## src/rtl/fccc_lock_sequencer.sv

```systemverilog
// fccc_lock_sequencer: brings up fabric and SCCB/APB peripheral resets
// once the PLL lock has been stable for a full window. Any later loss of
// lock forces every reset back on and bumps a saturating loss counter.
module fccc_lock_sequencer #(
  parameter int LOCK_STABLE_CYCLES = 16,
  parameter int STAGE_DELAY        = 4,
  parameter int SW_RST_CYCLES      = 8,
  parameter int CNT_W              = 4
) (
  input  logic             PCLK,
  input  logic             PRESETN,
  input  logic             LOCK,
  input  logic             SOFT_RST_REQ,
  output logic             FAB_RESET_N,
  output logic             PERIPH_RESET_N,
  output logic             READY,
  output logic [CNT_W-1:0] LOCK_LOSS_CNT,
  output logic [2:0]       STATE
);

  // The delay counter only ever has to reach the largest terminal value
  // minus one, so sizing it on the largest delay keeps it from wrapping.
  localparam int MAX_AB  = (LOCK_STABLE_CYCLES > STAGE_DELAY) ? LOCK_STABLE_CYCLES : STAGE_DELAY;
  localparam int MAX_CYC = (MAX_AB > SW_RST_CYCLES) ? MAX_AB : SW_RST_CYCLES;
  localparam int CTR_W   = $clog2(MAX_CYC);

  localparam logic [CTR_W-1:0] STAB_LAST  = CTR_W'(LOCK_STABLE_CYCLES - 1);
  localparam logic [CTR_W-1:0] STAGE_LAST = CTR_W'(STAGE_DELAY - 1);
  localparam logic [CTR_W-1:0] SW_LAST    = CTR_W'(SW_RST_CYCLES - 1);

  typedef enum logic [2:0] {
    WAIT_LOCK  = 3'd0,
    STABILIZE  = 3'd1,
    REL_FAB    = 3'd2,
    REL_PERIPH = 3'd3,
    RUN        = 3'd4,
    SW_RESET   = 3'd5
  } state_t;

  state_t             state_q, state_d;
  logic [CTR_W-1:0]   cnt_q, cnt_d;
  logic [CNT_W-1:0]   loss_cnt_q, loss_cnt_d;
  logic               sync1_q, sync1_d;
  logic               lock_s_q, lock_s_d;
  logic               fab_reset_n_q, fab_reset_n_d;
  logic               periph_reset_n_q, periph_reset_n_d;
  logic               ready_q, ready_d;
  logic               lock_lost;

  // Next-state, delay counter, loss counter and registered output decode.
  always_comb begin
    state_d    = state_q;
    cnt_d      = cnt_q;
    loss_cnt_d = loss_cnt_q;
    sync1_d    = LOCK;
    lock_s_d   = sync1_q;
    lock_lost  = 1'b0;

    case (state_q)
      WAIT_LOCK: begin
        if (lock_s_q) begin
          state_d = STABILIZE;
          cnt_d   = '0;
        end
      end
      STABILIZE: begin
        if (!lock_s_q) begin
          state_d = WAIT_LOCK;
          cnt_d   = '0;
        end else if (cnt_q == STAB_LAST) begin
          state_d = REL_FAB;
          cnt_d   = '0;
        end else begin
          cnt_d = cnt_q + 1'b1;
        end
      end
      REL_FAB: begin
        if (cnt_q == STAGE_LAST) begin
          state_d = REL_PERIPH;
          cnt_d   = '0;
        end else begin
          cnt_d = cnt_q + 1'b1;
        end
      end
      REL_PERIPH: begin
        if (cnt_q == STAGE_LAST) begin
          state_d = RUN;
          cnt_d   = '0;
        end else begin
          cnt_d = cnt_q + 1'b1;
        end
      end
      RUN: begin
        if (SOFT_RST_REQ) begin
          state_d = SW_RESET;
          cnt_d   = '0;
        end
      end
      SW_RESET: begin
        if (cnt_q == SW_LAST) begin
          state_d = REL_PERIPH;
          cnt_d   = '0;
        end else begin
          cnt_d = cnt_q + 1'b1;
        end
      end
      default: begin
        state_d = WAIT_LOCK;
        cnt_d   = '0;
      end
    endcase

    // Losing lock after the first release wins over everything else.
    if (!lock_s_q && (state_q == REL_FAB || state_q == REL_PERIPH ||
                      state_q == RUN || state_q == SW_RESET)) begin
      lock_lost = 1'b1;
    end
    if (lock_lost) begin
      state_d = WAIT_LOCK;
      cnt_d   = '0;
      if (loss_cnt_q != {CNT_W{1'b1}}) begin
        loss_cnt_d = loss_cnt_q + 1'b1;
      end
    end

    fab_reset_n_d    = (state_d == REL_FAB) || (state_d == REL_PERIPH) ||
                       (state_d == RUN) || (state_d == SW_RESET);
    periph_reset_n_d = (state_d == REL_PERIPH) || (state_d == RUN);
    ready_d          = (state_d == RUN);
  end

  // State, counters, synchronizer and output registers.
  always_ff @(posedge PCLK or negedge PRESETN) begin
    if (!PRESETN) begin
      state_q          <= WAIT_LOCK;
      cnt_q            <= '0;
      loss_cnt_q       <= '0;
      sync1_q          <= 1'b0;
      lock_s_q         <= 1'b0;
      fab_reset_n_q    <= 1'b0;
      periph_reset_n_q <= 1'b0;
      ready_q          <= 1'b0;
    end else begin
      state_q          <= state_d;
      cnt_q            <= cnt_d;
      loss_cnt_q       <= loss_cnt_d;
      sync1_q          <= sync1_d;
      lock_s_q         <= lock_s_d;
      fab_reset_n_q    <= fab_reset_n_d;
      periph_reset_n_q <= periph_reset_n_d;
      ready_q          <= ready_d;
    end
  end

  assign FAB_RESET_N    = fab_reset_n_q;
  assign PERIPH_RESET_N = periph_reset_n_q;
  assign READY          = ready_q;
  assign LOCK_LOSS_CNT  = loss_cnt_q;
  assign STATE          = state_q;

endmodule

```

## config.mk

```make
export PLATFORM = sky130hd
export DESIGN_NAME = fccc_lock_sequencer
export DESIGN_NICKNAME = d
export VERILOG_FILES = /design/src/rtl/fccc_lock_sequencer.sv
export SDC_FILE = /design/constraint.sdc
export NUM_CORES = 1
export LEC_CHECK = 0
export ABC_CLOCK_PERIOD_IN_PS = 1900
export CAP_MARGIN = 20
export CORE_MARGIN = 1.5
export CORE_UTILIZATION = 42
export DETAILED_ROUTE_END_ITERATION = 10
export PLACE_DENSITY_LB_ADDON = 0.25
export SYNTH_ARGS = -nofsm -noshare
export SYNTH_HDL_FRONTEND = slang
export SYNTH_SLANG_ARGS = --single-unit
```

## constraint.sdc

```tcl
create_clock -name PCLK -period 1.9 [get_ports PCLK]
set_input_delay 0.38 -clock PCLK [delete_from_list [all_inputs] [get_ports PCLK]]
set_output_delay 0.38 -clock PCLK [all_outputs]
set_load 0.1 [all_outputs]
```

Yosys cells after proc, flatten, opt, wreduce, memory -nomap -nowiden
Cells that the tools add are included.

Register bits after elaboration: 16. Output and inout port bits: 10. Word-level logic and storage cells: 56.

Add/sub/neg operators: 2. Equality and inequality tests: 15. Multiplexer cells: 18. Reduce and logical (&&, ||, !) cells: 13.

Operators with widths (count): $mux W4 (7); $mux W3 (8); $pmux W4 S5 (1); $pmux W3 S6 (1); $eq A3 B2 Y1 const B (4); $eq A3 B3 Y1 const B (4); $add A4 B1 Y4 const B (2); $logic_or A1 B1 Y1 (7); $ne A3 B3 Y1 const B (2); $eq A4 B2 Y1 const B (1); $eq A4 B3 Y1 const B (1); $eq A4 B4 Y1 const B (1); $ne A4 B4 Y1 const B (1); $reduce_and A2 Y1 (2); $eq A3 B1 Y1 const B (1); $logic_not A3 Y1 (1); $reduce_or A2 Y1 (1); $logic_and A1 B1 Y1 (1); $logic_not A1 Y1 (1); $mux W1 (1).

Logic depth before layout (Yosys ltp)
Depth after elaboration: 11. Gate-level depth with buffers: 7.

Worst setup path before layout
No wires, ideal clock.

Path kind: reg-to-reg. Start point: register state_q[1] (netlist: STATE[1]). End point: register cnt_q[3]. Setup time: 0.121 ns. Arrival: 1.955 ns. Required time: 1.779 ns. Setup slack: -0.176 ns. Cell stages (with the launch flop): 7. Cell sequence: dfrtp_1 > buf_6 > and3b_1 > mux2i_1 > a31oi_1 > a21o_1 > a22o_1.

Word-level cells in the longest chain between the ends: 8. Elaborated cells between the ends (all ways): 17. Classes of those cells: eq/ne: 7; mux: 3; reduce/logical: 7.

Ends and longest elaborated chain: start, declared (RTL line 40) `state_t state_q, state_d;`; start signal, assigned (RTL line 144) `state_q <= state_d;`; $eq A3 B2 Y1 (RTL line 59, 114); $logic_or A1 B1 Y1 (2 in a row) (RTL line 114) `if (!lock_s_q && (state_q == REL_FAB || state_q == REL_PERIPH ||`; $logic_or A1 B1 Y1 (RTL line 115) `state_q == RUN || state_q == SW_RESET)) begin`; $logic_and A1 B1 Y1 (RTL line 114); $mux W1 (RTL line 114); $ne A3 B3 Y1 (no source line); $reduce_and A2 Y1 (no source line); end signal, assigned (RTL line 145) `cnt_q <= cnt_d;`; end, declared (RTL line 41) `logic [CTR_W-1:0] cnt_q, cnt_d;`.

Several ways; a longest one is shown, not always the timed one. A chain may end at the register's enable or synchronous reset.

Worst setup path in the final report
Start point: register cnt_q[0]. End point: register periph_reset_n_q (netlist: PERIPH_RESET_N).

Word-level cells in the longest chain between the ends: 7. Elaborated cells between the ends (all ways): 13. Classes of those cells: eq/ne: 5; mux: 7; reduce/logical: 1.

Ends and longest elaborated chain: $eq A4 B4 Y1 (RTL line 70) `end else if (cnt_q == STAB_LAST) begin`; $mux W3 (RTL line 70); $mux W3 (RTL line 67) `if (!lock_s_q) begin`; $pmux W3 S6 (*) (RTL line 59) `case (state_q)`; $mux W3 (*) (RTL line 118) `if (lock_lost) begin`; $eq A3 B2 Y1 / $eq A3 B3 Y1 (equally long branches) (RTL line 128) `periph_reset_n_d = (state_d == REL_PERIPH) || (state_d == RUN);`; $logic_or A1 B1 Y1 (*) (RTL line 128); named net periph_reset_n_d (RTL line 46) `logic periph_reset_n_q, periph_reset_n_d;`; end signal, assigned (RTL line 150) `periph_reset_n_q <= periph_reset_n_d;`; end, declared (RTL line 46).

Mark *: on every way through the listed nets, which the timed path passes. The rest lies on a longest branch.

==> metrics.csv <==
metric;value;unit
drtIter0Drc;7;
layout.cells.non_filler;135;
cts_tree;done;
post-route-min-period;1.69;ns
critPathKind;flop to flop;
drive_gt1_frac;0.241;
slew_headroom;0.757;
numPortBuffers;13;
critical_path_required;2.10;ns
grt_usage;0.157;
p_per_area;556;nW/um^2
peakVddDrop;0.458;mV
start_kind;flop;
post_cts_buffers;0;
viasPerCell;5.22;
gp_congestion;0.823;
synth_nets;99;
yosysSeqAreaShare;0.440;
htreeDepth;1;
antennaDiodeCount;0;
clk_pin_slew;0.09;ns
totalWireLength;1660;microns
slew_violations;0;
antenna_found_initial;0;
die_h;49.5;microns
ant_nets;0;
dp_cells;131;
fp.coreArea;2000;sq um
finalHoldViolCount;0;
syn2layout_area_growth;27.1;%
start_util;0.454;
avgSynthCellArea;9.78;sq um
vias;705;
rows;16;
ys_seq_elements;16;
synth_top_cell_area_share;0.440;
die_area;2450;sq um
cp_slowest_cell;dfrtp_1;
cp-end-kind;flop;
fin_crit_sh;0.887;
yosys.area.top_type;dfrtp_1;
drc_errors;0;
cap_violations;0;
grt_max_degree;13;
path_buf_inv;0;
critPathMaxFanout;6;
power.total;642;uW
yosys_warnings;0;
fmax;593;MHz
postCtsHoldBufs;0;
worstSkewPairLatency;0.28;ns
tightest_slew;0.363;ns
rsz0062_at_grt;false;
multi_input_area;457;sq um
synthTopCellsByArea;dfrtp_1, nand2_1, mux2i_1;
grt-ovfl-total;0;
numClockSinks;16;
hold_class;flop to flop;
power_leakage;0.000571;uW
firstDrtPassIters;3;
cts_resized;0;
outcome;completed;
fin_nets;115;
synth_cell_type_count;39;
final_common_cell;dfrtp_1;
io_pins;14;
fp.dieW;49.5;microns
setup-tns-final;0;ns
skew;0.00323;ns
path_cells;ha_1 > nor3b_1 > o21ai_0 > a21oi_2 > mux2i_1;
nFillCells;176;
cts_root_buf;clkbuf_4;
grt_pass1_wl;3000;microns
grt_pass1_vias;718;
wl_per_cell;12.3;microns
cts_inserted_buffers;3;
netlist_instances;93;
cp_top_family;flip-flops;
regArea;403;sq um
syn_area;910;sq um
setup_viol;0;
hpwl;1290;microns
cts_buffer_depth;2;
mostFrequentLayoutCells;dfrtp_1, nand2_1, buf_12;
slowest_delay;0.40;ns
final_util;0.578;
worstPathArrival;1.88;ns
[per-stage QoR]
step,setup WS (ns),instance area [sq um],hold slack [ns]
after global placement,0.200,1120,0.334
after CTS,0.224,1160,0.365
after detailed placement,0.154,1120,0.343
after floorplan,-0.0171,912,0.0844
final,0.215,1160,0.361
after global routing,0.113,1160,0.372
[cell usage after synthesis (all sizes together)]
| library cell | count |
|---|---|
| nand4 | 1 |
| a31oi | 2 |
| nor2b | 3 |
| inv | 5 |
| nor3b | 2 |
| nand2 | 11 |
| mux2 | 1 |
| and2b | 1 |
| xor2 | 1 |
| and2 | 2 |
| mux2i | 3 |
| maj3 | 1 |
| o21bai | 3 |
| dfrtp | 16 |
| and3 | 1 |
| a22o | 2 |
| buf | 4 |
| a21oi | 7 |
| o2111ai | 1 |
| and3b | 1 |
| ha | 2 |
| nor2 | 5 |
| nand3 | 4 |
| a21o | 2 |
| a2bb2oi | 1 |
| o21ai | 4 |
| o22ai | 1 |
| nor3 | 3 |
| nor4b | 1 |
| nand2b | 2 |
[final cells by class]
type	count	area share
well taps	27	0.0292
repair buffers	15	0.180
clock buffers	4	0.0314
flip-flops and latches	16	0.348
inverters	5	0.0162
multi-input cells	68	0.395
[worst paths after layout]
check,start,endpoint,slack [ns],cells past startpoint
setup / recovery,cnt_q[0],PERIPH_RESET_N,0.21,5
hold / removal,lock_s_d,lock_s_q,0.36,0
setup reg to reg,cnt_q[0],PERIPH_RESET_N,0.21,5
hold reg to reg,lock_s_d,lock_s_q,0.36,0
max in group asynchronous,PRESETN,cnt_q[3],1.07,2
min in group asynchronous,PRESETN,lock_s_q,0.37,1
[sequential cells by signal, indices dropped and copies added, names as in the netlist]
| register | flops |
|---|---|
| FAB_RESET_N | 1 |
| STATE | 3 |
| LOCK_LOSS_CNT | 4 |
| lock_s_q | 1 |
| PERIPH_RESET_N | 1 |
| lock_s_d | 1 |
| READY | 1 |
| cnt_q | 4 |
[power by group]
part	total, uW	switching (uW)	leakage [uW]	internal (uW)
clock	220	103	0.0000210	116
sequential	354	6.90	0.000213	347
combinational	68.5	39.6	0.000337	28.9
total	642	150	0.000571	493
[per-layer routing]
metal / GRT usage / vias to the layer above / wire, microns
met4: 0.0648 / 0 / 14
met1: 0.188 / 330 / 733
met2: 0.284 / 15 / 846
li1: - / 358 / -
met5: 0 / - / 0
met3: 0.0182 / 2 / 68
[worst reg2reg max path, stage by stage (launching register included)]
cell and delay [ns]:
dfrtp_1 0.40, ha_1 0.25, nor3b_1 0.35, o21ai_0 0.16, a21oi_2 0.21, mux2i_1 0.23
[cells by family (layout without fill, tap and decap cells)]
family          after synthesis  count (layout)  synth area share
compound gates               23              23             0.176
xor+xnor                      1               1           0.00963
fa+ha+maj                     3               3            0.0385
buf+inv                       9              24            0.0578
flops                        16              16             0.440
mux                           4               4            0.0454
simple gates                 37              37             0.232
(Power assumes the default switching activity.)
